File: config.mk
export PLATFORM = sky130hd
export DESIGN_NAME = alm_dot_accumulator
export DESIGN_NICKNAME = d
export VERILOG_FILES = /design/src/rtl/alm_dot_accumulator.sv
export SDC_FILE = /design/constraint.sdc
export NUM_CORES = 1
export LEC_CHECK = 0
export CAP_MARGIN = 5
export CORE_MARGIN = 4
export CORE_UTILIZATION = 31
export CTS_CLUSTER_SIZE = 12
export DETAILED_ROUTE_END_ITERATION = 12
export GPL_TIMING_DRIVEN = 0
export PLACE_DENSITY_LB_ADDON = 0.15
export SYNTH_ARGS = -nofsm -noshare
export SYNTH_HDL_FRONTEND = slang
export SYNTH_SLANG_ARGS = --single-unit
export TNS_END_PERCENT = 5
File: constraint.sdc
create_clock -name clk -period 4.5 [get_ports clk]
set_clock_uncertainty 0.1 [all_clocks]
set_input_delay 0.9 -clock clk [delete_from_list [all_inputs] [get_ports clk]]
set_output_delay 0.9 -clock clk [all_outputs]
set_load 0.02 [all_outputs]
File: src/rtl/alm_dot_accumulator.sv
// Accumulates a programmable-length stream of signed 32-bit products into one
// signed dot-product result, with optional saturation and a sticky overflow flag.
module alm_dot_accumulator #(
  parameter int ACC_W = 40,
  parameter int LEN_W = 8,
  parameter bit SAT   = 1'b1
) (
  input  logic             clk,
  input  logic             rst_n,
  input  logic             clear,
  input  logic [LEN_W-1:0] len,
  input  logic             p_valid,
  output logic             p_ready,
  input  logic [31:0]      p_data,
  output logic             acc_valid,
  input  logic             acc_ready,
  output logic [ACC_W-1:0] acc_data,
  output logic             acc_ovf,
  output logic             busy
);

  localparam logic [1:0] S_IDLE  = 2'd0;
  localparam logic [1:0] S_ACCUM = 2'd1;
  localparam logic [1:0] S_HOLD  = 2'd2;

  localparam logic [LEN_W:0]   CNT_ONE = {{LEN_W{1'b0}}, 1'b1};
  localparam logic [LEN_W-1:0] LEN_ONE = {{(LEN_W-1){1'b0}}, 1'b1};
  localparam logic [ACC_W-1:0] ACC_MAX = {1'b0, {(ACC_W-1){1'b1}}};
  localparam logic [ACC_W-1:0] ACC_MIN = {1'b1, {(ACC_W-1){1'b0}}};

  logic [1:0]       r_state;
  logic [ACC_W-1:0] r_acc;
  logic [LEN_W:0]   r_cnt;
  logic [LEN_W-1:0] r_len_q;
  logic             r_ovf;

  logic             w_p_ready;
  logic             w_accept;
  logic [LEN_W-1:0] w_len_eff;
  logic [ACC_W-1:0] w_p_sext;
  logic [ACC_W:0]   w_sum;
  logic             w_sum_ovf;
  logic [ACC_W-1:0] w_acc_next;
  logic [LEN_W:0]   w_cnt_inc;

  // NOTE: rst_n gates p_ready combinationally so no product is taken while the
  // async reset is asserted, even before the registers have been cleared.
  assign w_p_ready = ((r_state == S_IDLE) || (r_state == S_ACCUM)) && rst_n && !clear;
  assign w_accept  = p_valid && w_p_ready;
  assign w_len_eff = (len == '0) ? LEN_ONE : len;
  assign w_p_sext  = {{(ACC_W-32){p_data[31]}}, p_data};
  assign w_cnt_inc = r_cnt + CNT_ONE;

  // One guard bit is enough: a 32-bit term can push the sum past only one bound.
  assign w_sum     = {r_acc[ACC_W-1], r_acc} + {{(ACC_W-31){p_data[31]}}, p_data};
  assign w_sum_ovf = w_sum[ACC_W] ^ w_sum[ACC_W-1];

  // NOTE: every always_comb output gets a default first, so no path can infer a latch.
  always_comb begin
    w_acc_next = w_sum[ACC_W-1:0];
    if (SAT && w_sum_ovf) begin
      w_acc_next = w_sum[ACC_W] ? ACC_MIN : ACC_MAX;
    end
  end

  // NOTE: state registers use non-blocking assignments so every flop samples
  // the pre-edge values regardless of statement order.
  always_ff @(posedge clk or negedge rst_n) begin
    if (!rst_n) begin
      r_state <= S_IDLE;
      r_acc   <= '0;
      r_cnt   <= '0;
      r_len_q <= '0;
      r_ovf   <= 1'b0;
    end else if (clear) begin
      r_state <= S_IDLE;
      r_ovf   <= 1'b0;
    end else begin
      case (r_state)
        S_IDLE: begin
          if (w_accept) begin
            r_acc   <= w_p_sext;
            r_cnt   <= CNT_ONE;
            r_len_q <= w_len_eff;
            r_ovf   <= 1'b0;
            r_state <= (w_len_eff == LEN_ONE) ? S_HOLD : S_ACCUM;
          end
        end
        S_ACCUM: begin
          if (w_accept) begin
            r_acc <= w_acc_next;
            r_cnt <= w_cnt_inc;
            r_ovf <= r_ovf | w_sum_ovf;
            if (w_cnt_inc == {1'b0, r_len_q}) begin
              r_state <= S_HOLD;
            end
          end
        end
        S_HOLD: begin
          if (acc_ready) begin
            r_state <= S_IDLE;
          end
        end
        default: r_state <= S_IDLE;
      endcase
    end
  end

  assign p_ready   = w_p_ready;
  assign acc_valid = (r_state == S_HOLD);
  assign acc_data  = r_acc;
  assign acc_ovf   = r_ovf;
  assign busy      = (r_state != S_IDLE);

endmodule
==> flow_summary.ini, run 1 <==
[status]
outcome = finished, final reports clean

[worst_setup_path]
r2r_cells = 11
r2r_setup_slack_ns = 0.89
crit_path_max_incr_delay_ns = 0.49
critPathLaunch = p_data[31]
reg2reg_to = acc_data[12]$_DFFE_PN0P_
path_common_cell = a221o_1
timing.critical_path.slowest_stage_cell = dlygate4sd2_1
required_ns = 4.62
worst_setup_path_end_kind = flip-flop
r2r-start = acc_data[4]$_DFFE_PN0P_
worstSetupPathType = in2reg
setup.worst_path.end = acc_data[23]$_DFFE_PN0P_
startpoint_type = primary input
worstPathCellList = dlygate4sd2_1 -> ha_1 -> a21o_1 -> a221o_1 -> a211o_1 -> a221o_1 -> nor4_1 -> a2111o_1 -> nor3_4 -> nor2_4 -> buf_6 -> a21oi_2
crit_fanout = 11
cp.arrival_ns = 4.38

[synth]
synthXorXnorAreaFrac_pct = 7.910
synth_nets = 740
synth_edf_count = 0
synth-compound-area-share_pct = 28.79
ys_ff_latch = 60
synthArstFlopShare_pct = 100.0
synth_seq_area_share_pct = 28.25
yosys_warnings = 0
synth_area_sq_mm = 0.005315
synth_mux_area_share_pct = 1.695
synth_top_family_by_area = compound AO/OA/AOI/OAI gates
syn_inst = 653
synth_ff_type = dfrtp_1
post_synth_num_cell_types = 58
syn_area_per_cell_sq_um = 8.140
synthAdderAreaFrac_pct = 10.03
yosys.area_share.simple_pct = 19.89

[timing]
slew_headroom_pct = 40.70
min_period_ns = 4.258
slew_viol_final = 0
setup_violations = 0
holdWs_ns = 0.4011
max_clock_freq_mhz = 234.9
hold_viol_final = 0
rsz0062_at_grt = false
tightest_slew_ns = 0.8801
post-route-period-util_pct = 94.61

[grt]
grt-ovfl-total = 0
grt_max_degree = 63
grt_pass1_wl_microns = 28720
grt_pass1_vias = 5490
antenna_found_initial = 0
track_usage_pct = 18.09

[floorplanning]
row_count = 47
fp.dieW_microns = 138.9
die-area_sq_mm = 0.01930
start_util_pct = 31.82
core_area_sq_mm = 0.01670
io_pins = 89
die_h_microns = 138.9

[cells_and_area]
antenna_cells = 0
nets = 839
drive_gt1_share_pct = 7.530
final_area_sq_mm = 0.006750
area.growth.synth_to_final_pct = 27.00
layout_common_cells = 86 x clkdlybuf4s50_1, 82 x nand2_1, 63 x o21ai_0
final_common_cell = clkdlybuf4s50_1

[pwr]
clkPwrFrac_pct = 13.1
ir_worst_vdd_uv = 250.3
pwr-share-seq_pct = 19.9
p_int_mw = 2.560
cellLeakagePower_nw = 2.666
switching_share_pct = 49.54
power_frac_comb_pct = 67.0
p_sw_mw = 2.514
p_per_area_mw_per_mm2 = 751.8

[min_path]
hold_class = reg2reg

[clocking]
max-clock-path-buffers = 2
path_clk_slew_ns = 0.06
cts_made_buffers = 9
post_cts_buffers = 0
htree_levels = 3
cts_tree = yes
clk_latency_ns = 0.34
clock-sinks = 60
cts_hold_buf = 0
cts-root-buf = clkbuf_16

[detailed_routing]
dr.pass1.iters = 5
drc = 0
final_antenna_net_count = 0
drtIter0Drc = 331
via_per_inst = 5.459
num_vias = 5333
routed_wl_microns = 17260
drt-wirelength-per-cell_microns = 17.67

[placement]
dpl-instance-area_sq_mm = 0.006469
port_buffers = 88
dp_hpwl_microns = 13330
place_congestion = 0.9302

[job]
maxCapViolCount = 0
-- power groups by stage --
stage | registers (mW) | clock network [mW] | logic [mW]
after floorplan | 1.16 | 0 | 2.17
after global placement | 1.01 | 0 | 3.36
after detailed placement | 1.02 | 0 | 3.37
after CTS | 1.01 | 0.684 | 3.40
after global routing | 1.04 | 0.707 | 3.77
final | 1.01 | 0.663 | 3.40
-- area by class of cell --
type                       count  area, sq um
inverter                      13        48.80
clock buffer                  11        242.7
tap                          220        275.3
timing repair buffer          88        877.1
clock inverter                 5        37.54
multi-input combinational    549         3633
sequential                    60         1501
buffer                        31        133.9
fill                        1709         9951
-- how the worst min path moves through the flow --
stage	start	to	slack, ns	cells past startpoint
final	r_cnt[1]$_DFFE_PN0P_	r_cnt[1]$_DFFE_PN0P_	0.40	2
after global routing	r_cnt[1]$_DFFE_PN0P_	r_cnt[1]$_DFFE_PN0P_	0.44	2
after CTS	r_cnt[1]$_DFFE_PN0P_	r_cnt[1]$_DFFE_PN0P_	0.41	2
after detailed placement	r_cnt[1]$_DFFE_PN0P_	r_cnt[1]$_DFFE_PN0P_	0.40	2
after global placement	r_cnt[1]$_DFFE_PN0P_	r_cnt[1]$_DFFE_PN0P_	0.38	2
after floorplan	r_cnt[1]$_DFFE_PN0P_	r_cnt[1]$_DFFE_PN0P_	0.36	2
-- per-layer routing --
layer / up-vias / wire length (microns) / GRT usage [%]
met3: 18 / 693 / 2.724
met4: 0 / 304 / 5.819
met1: 2530 / 8153 / 24.35
met2: 150 / 8111 / 29.92
met5: - / 0 / 0
li1: 2635 / - / -
-- Yosys cell counts, types with 6 or more instances --
master	number	share of area (%)
inv_1	13	0.92
a21o_1	11	1.6
a31oi_1	6	0.71
o21ai_0	64	6.0
or3_1	31	3.6
nor2_1	29	2.0
xor2_1	23	3.8
ha_1	41	9.7
xnor2_1	25	4.1
nor3_1	14	1.3
nand4_1	10	1.2
a21oi_2	20	3.3
mux2_2	8	1.7
a21oi_1	58	5.5
nand2_1	82	5.8
o211ai_1	25	3.5
nand2b_1	6	0.71
a211oi_1	10	1.4
nand3_1	15	1.4
dfrtp_1	60	28
clkbuf_1	24	1.7
-- cells by family after synthesis --
| family | count (synthesis) |
|---|---|
| compound gates | 236 |
| xor+xnor | 48 |
| fa+ha+maj | 42 |
| buf+inv | 44 |
| flops | 60 |
| mux | 8 |
| simple gates | 215 |
-- registers in the layout, summed over array words and instances, names as in the netlist --
name	flops
acc_data	40
r_cnt	9
r_len_q	8
r_state	2
acc_ovf	1
-- critical path: cells and delay by family --
kind | cells | cell delay, ns
AOI/OAI and AO/OA | 6 | 1.62
and+or+nand+nor | 3 | 0.74
buffers and inverters | 2 | 0.73
adders and majority gates | 1 | 0.38
-- per-stage QoR --
stage / cells / setup TNS [ns] / setup slack [ns] / total power [mW] / util, %
after floorplan: 653 / 0 / 0.8356 / 3.331 / -
after global placement: 961 / -65.59 / -1.504 / 4.363 / 38.75
after detailed placement: 961 / -13.64 / -0.5780 / 4.389 / 38.73
after CTS: 977 / 0 / 0.2114 / 5.090 / 40.42
after global routing: 977 / 0 / 0.01930 / 5.517 / 40.42
final: 977 / 0 / 0.2425 / 5.075 / 40.42
-- repair_timing --
action,4_1_cts,5_1_grt
endpoints found under the setup margin,10,1
gates cloned,0,0
resized for setup,2,1
No activity file was read; power rests on OpenSTA's default activity.
==> inputs of run 2 (changes only) <==
--- a/config.mk
+++ b/config.mk
@@ -5,6 +5,7 @@
 export SDC_FILE = /design/constraint.sdc
 export NUM_CORES = 1
 export LEC_CHECK = 0
+export ABC_CLOCK_PERIOD_IN_PS = 4500
 export CAP_MARGIN = 5
 export CORE_MARGIN = 4
 export CORE_UTILIZATION = 31
==> results of run 2 <==
The final DEF is identical to that of run 1; final timing and power are the same.
==> inputs of run 3 (changes only) <==
--- a/config.mk
+++ b/config.mk
@@ -9,6 +9,7 @@
 export CAP_MARGIN = 5
 export CORE_MARGIN = 4
 export CORE_UTILIZATION = 31
+export CTS_BUF_LIST = sky130_fd_sc_hd__clkbuf_4
 export CTS_CLUSTER_SIZE = 12
 export DETAILED_ROUTE_END_ITERATION = 12
 export GPL_TIMING_DRIVEN = 0
==> run 3 against run 2 <==
Die area stayed put. Critical path depth stayed put. Sequential share of layout area grew 0.53 points. Power fell by 6.1%. Register-to-register slack lost 0.08 ns. Critical path type unchanged. First-iteration DRC count up 3.6%. Largest cell class unchanged. Worst setup slack improved by 0.082 ns. Clock-buffer cell count fell by 1. Via count up 0.39%. Combinational power about the same. Fmax grew 2.0%. Sequential power is essentially flat.
==> flow_summary.ini, run 3 (same netlist as run 1, synthesis figures left out) <==
[status]
outcome = finished, final reports clean

[clocking]
post_cts_buffers = 0
cts_hold_buf = 0
clock-sinks = 60
cts-root-buf = clkbuf_4
path_clk_slew_ns = 0.12
cts_tree = yes
max-clock-path-buffers = 2
htree_levels = 3
clk_latency_ns = 0.44
cts_made_buffers = 9

[worst_setup_path]
worst_setup_path_end_kind = flip-flop
reg2reg_to = acc_data[34]$_DFFE_PN0P_
cp.arrival_ns = 4.39
critPathLaunch = p_data[0]
crit_fanout = 3
startpoint_type = primary input
worstSetupPathType = in2reg
crit_path_max_incr_delay_ns = 0.43
required_ns = 4.71
timing.critical_path.slowest_stage_cell = clkdlybuf4s50_1
crit_family = compound AO/OA/AOI/OAI gates
worstPathCellList = clkdlybuf4s50_1 -> ha_1 -> fa_1 -> a21oi_1 -> o22ai_1 -> o31ai_1 -> o21ai_0 -> a21oi_1 -> o21ai_0 -> a221oi_1 -> xor2_1 -> o211ai_1
r2r_setup_slack_ns = 0.81
r2r-start = acc_data[0]$_DFFE_PN0P_
r2r_cells = 11
path_buf_inv = 1

[pwr]
ir_worst_vdd_uv = 253.4
p_per_area_mw_per_mm2 = 722.5
cellLeakagePower_nw = 2.603

[floorplanning]
die-area_sq_mm = 0.01930
die_h_microns = 138.9
io_pins = 89
row_count = 47
start_util_pct = 31.82
fp.dieW_microns = 138.9
core_area_sq_mm = 0.01670

[timing]
holdWs_ns = 0.4135
post-route-period-util_pct = 92.79
finalWorstSetupSlack_ns = 0.3244
fin_tns_setup_ns = 0
hold_viol_final = 0
max_clock_freq_mhz = 239.5
slew_headroom_pct = 43.44
min_period_ns = 4.176
setup_violations = 0
tightest_slew_ns = 0.8484
rsz0062_at_grt = false
slew_viol_final = 0

[detailed_routing]
dr.pass1.iters = 5
num_vias = 5354
drt-wirelength-per-cell_microns = 17.66
routed_wl_microns = 17270
drtIter0Drc = 343
via_per_inst = 5.474
final_antenna_net_count = 0
drc = 0

[grt]
track_usage_pct = 18.01
grt_pass1_vias = 5446
grt_pass1_wl_microns = 28590
grt-ovfl-total = 0
grt_max_degree = 63
antenna_found_initial = 1

[cells_and_area]
layout_common_cells = 86 x clkdlybuf4s50_1, 82 x nand2_1, 64 x o21ai_0
area.growth.synth_to_final_pct = 24.03
final_common_cell = clkdlybuf4s50_1
stdcell_count = 978
final_area_sq_mm = 0.006593
largest_reg_flops = 40
drive_gt1_share_pct = 7.530
n_fill_cell = 1728
nets = 839

[placement]
pre_cts_slack_ns = -0.5780
dp.cells = 961
dp_hpwl_microns = 13330
port_buffers = 88
place_congestion = 0.9302
dpl-instance-area_sq_mm = 0.006469

[min_path]
hold_class = reg2reg
hold_path_end = r_cnt[1]$_DFFE_PN0P_
hold_depth = 2
hp-start = r_cnt[1]$_DFFE_PN0P_

[job]
maxCapViolCount = 0
-- run 3: cell count changes in the layout (fill, tap and decap cells not counted), sizes merged --
cell / delta
clkbuf: -1
clkinv: +1
diode: +1
dlygate4sd2: -1
dlymetal6s2s: +1
-- run 3: layout make-up --
class	count	area [sq um]	share of cell area, %
repair buffers	88	880.8	13.36
plain buffers	31	133.9	2.031
clock buffers	10	75.07	1.139
well taps	220	275.3	4.175
multi-input cells	549	3633	55.11
clock inverters	6	41.29	0.6263
flip-flops and latches	60	1501	22.77
inverters	13	48.80	0.7402
diodes	1	2.502	0.03796
-- run 3: worst max path at each step --
stage	cells after the start	slack, ns	to
final	12	0.32	acc_data[34]$_DFFE_PN0P_
after global routing	12	0.04	acc_data[34]$_DFFE_PN0P_
after CTS	11	0.12	acc_data[20]$_DFFE_PN0P_
after detailed placement	11	-0.58	acc_data[20]$_DFFE_PN0P_
after global placement	7	-1.50	acc_data[26]$_DFFE_PN0P_
after floorplan	10	0.84	acc_data[11]$_DFFE_PN0P_
-- run 3: metrics by stage --
| step | power, mW | util, % |
|---|---|---|
| detailed placement | 4.389 | 38.73 |
| finish | 4.763 | 39.47 |
| floorplan | 3.331 | - |
| global route | 5.204 | 39.47 |
| CTS | 4.779 | 39.44 |
| global placement | 4.363 | 38.75 |
-- run 3: metal layers --
layer / global-route usage [%] / part of all wire [%] / vias to the layer above
met1: 24.39 / 47 / 2544
met5: 0 / 0 / -
met4: 5.355 / 1.7 / 0
li1: - / - / 2629
met2: 29.89 / 47 / 160
met3: 2.621 / 4.3 / 21
-- run 3: where the power goes --
part,internal (mW),total [mW],switching (mW)
registers,0.774,1.00,0.230
clock network,0.118,0.357,0.239
logic,1.39,3.40,2.01
-- run 3: repair_timing --
action / in CTS / in global routing
endpoints found under the setup margin: 5 / 36
pin swaps: 0 / 0
cloned: 0 / 0
gates resized for setup: 1 / 1
-- run 3: tightest hold or removal path, stage by stage, from the launching register on --
cell and delay [ns]:
dfrtp_1 0.38, nand2_1 0.05, nand2_1 0.05
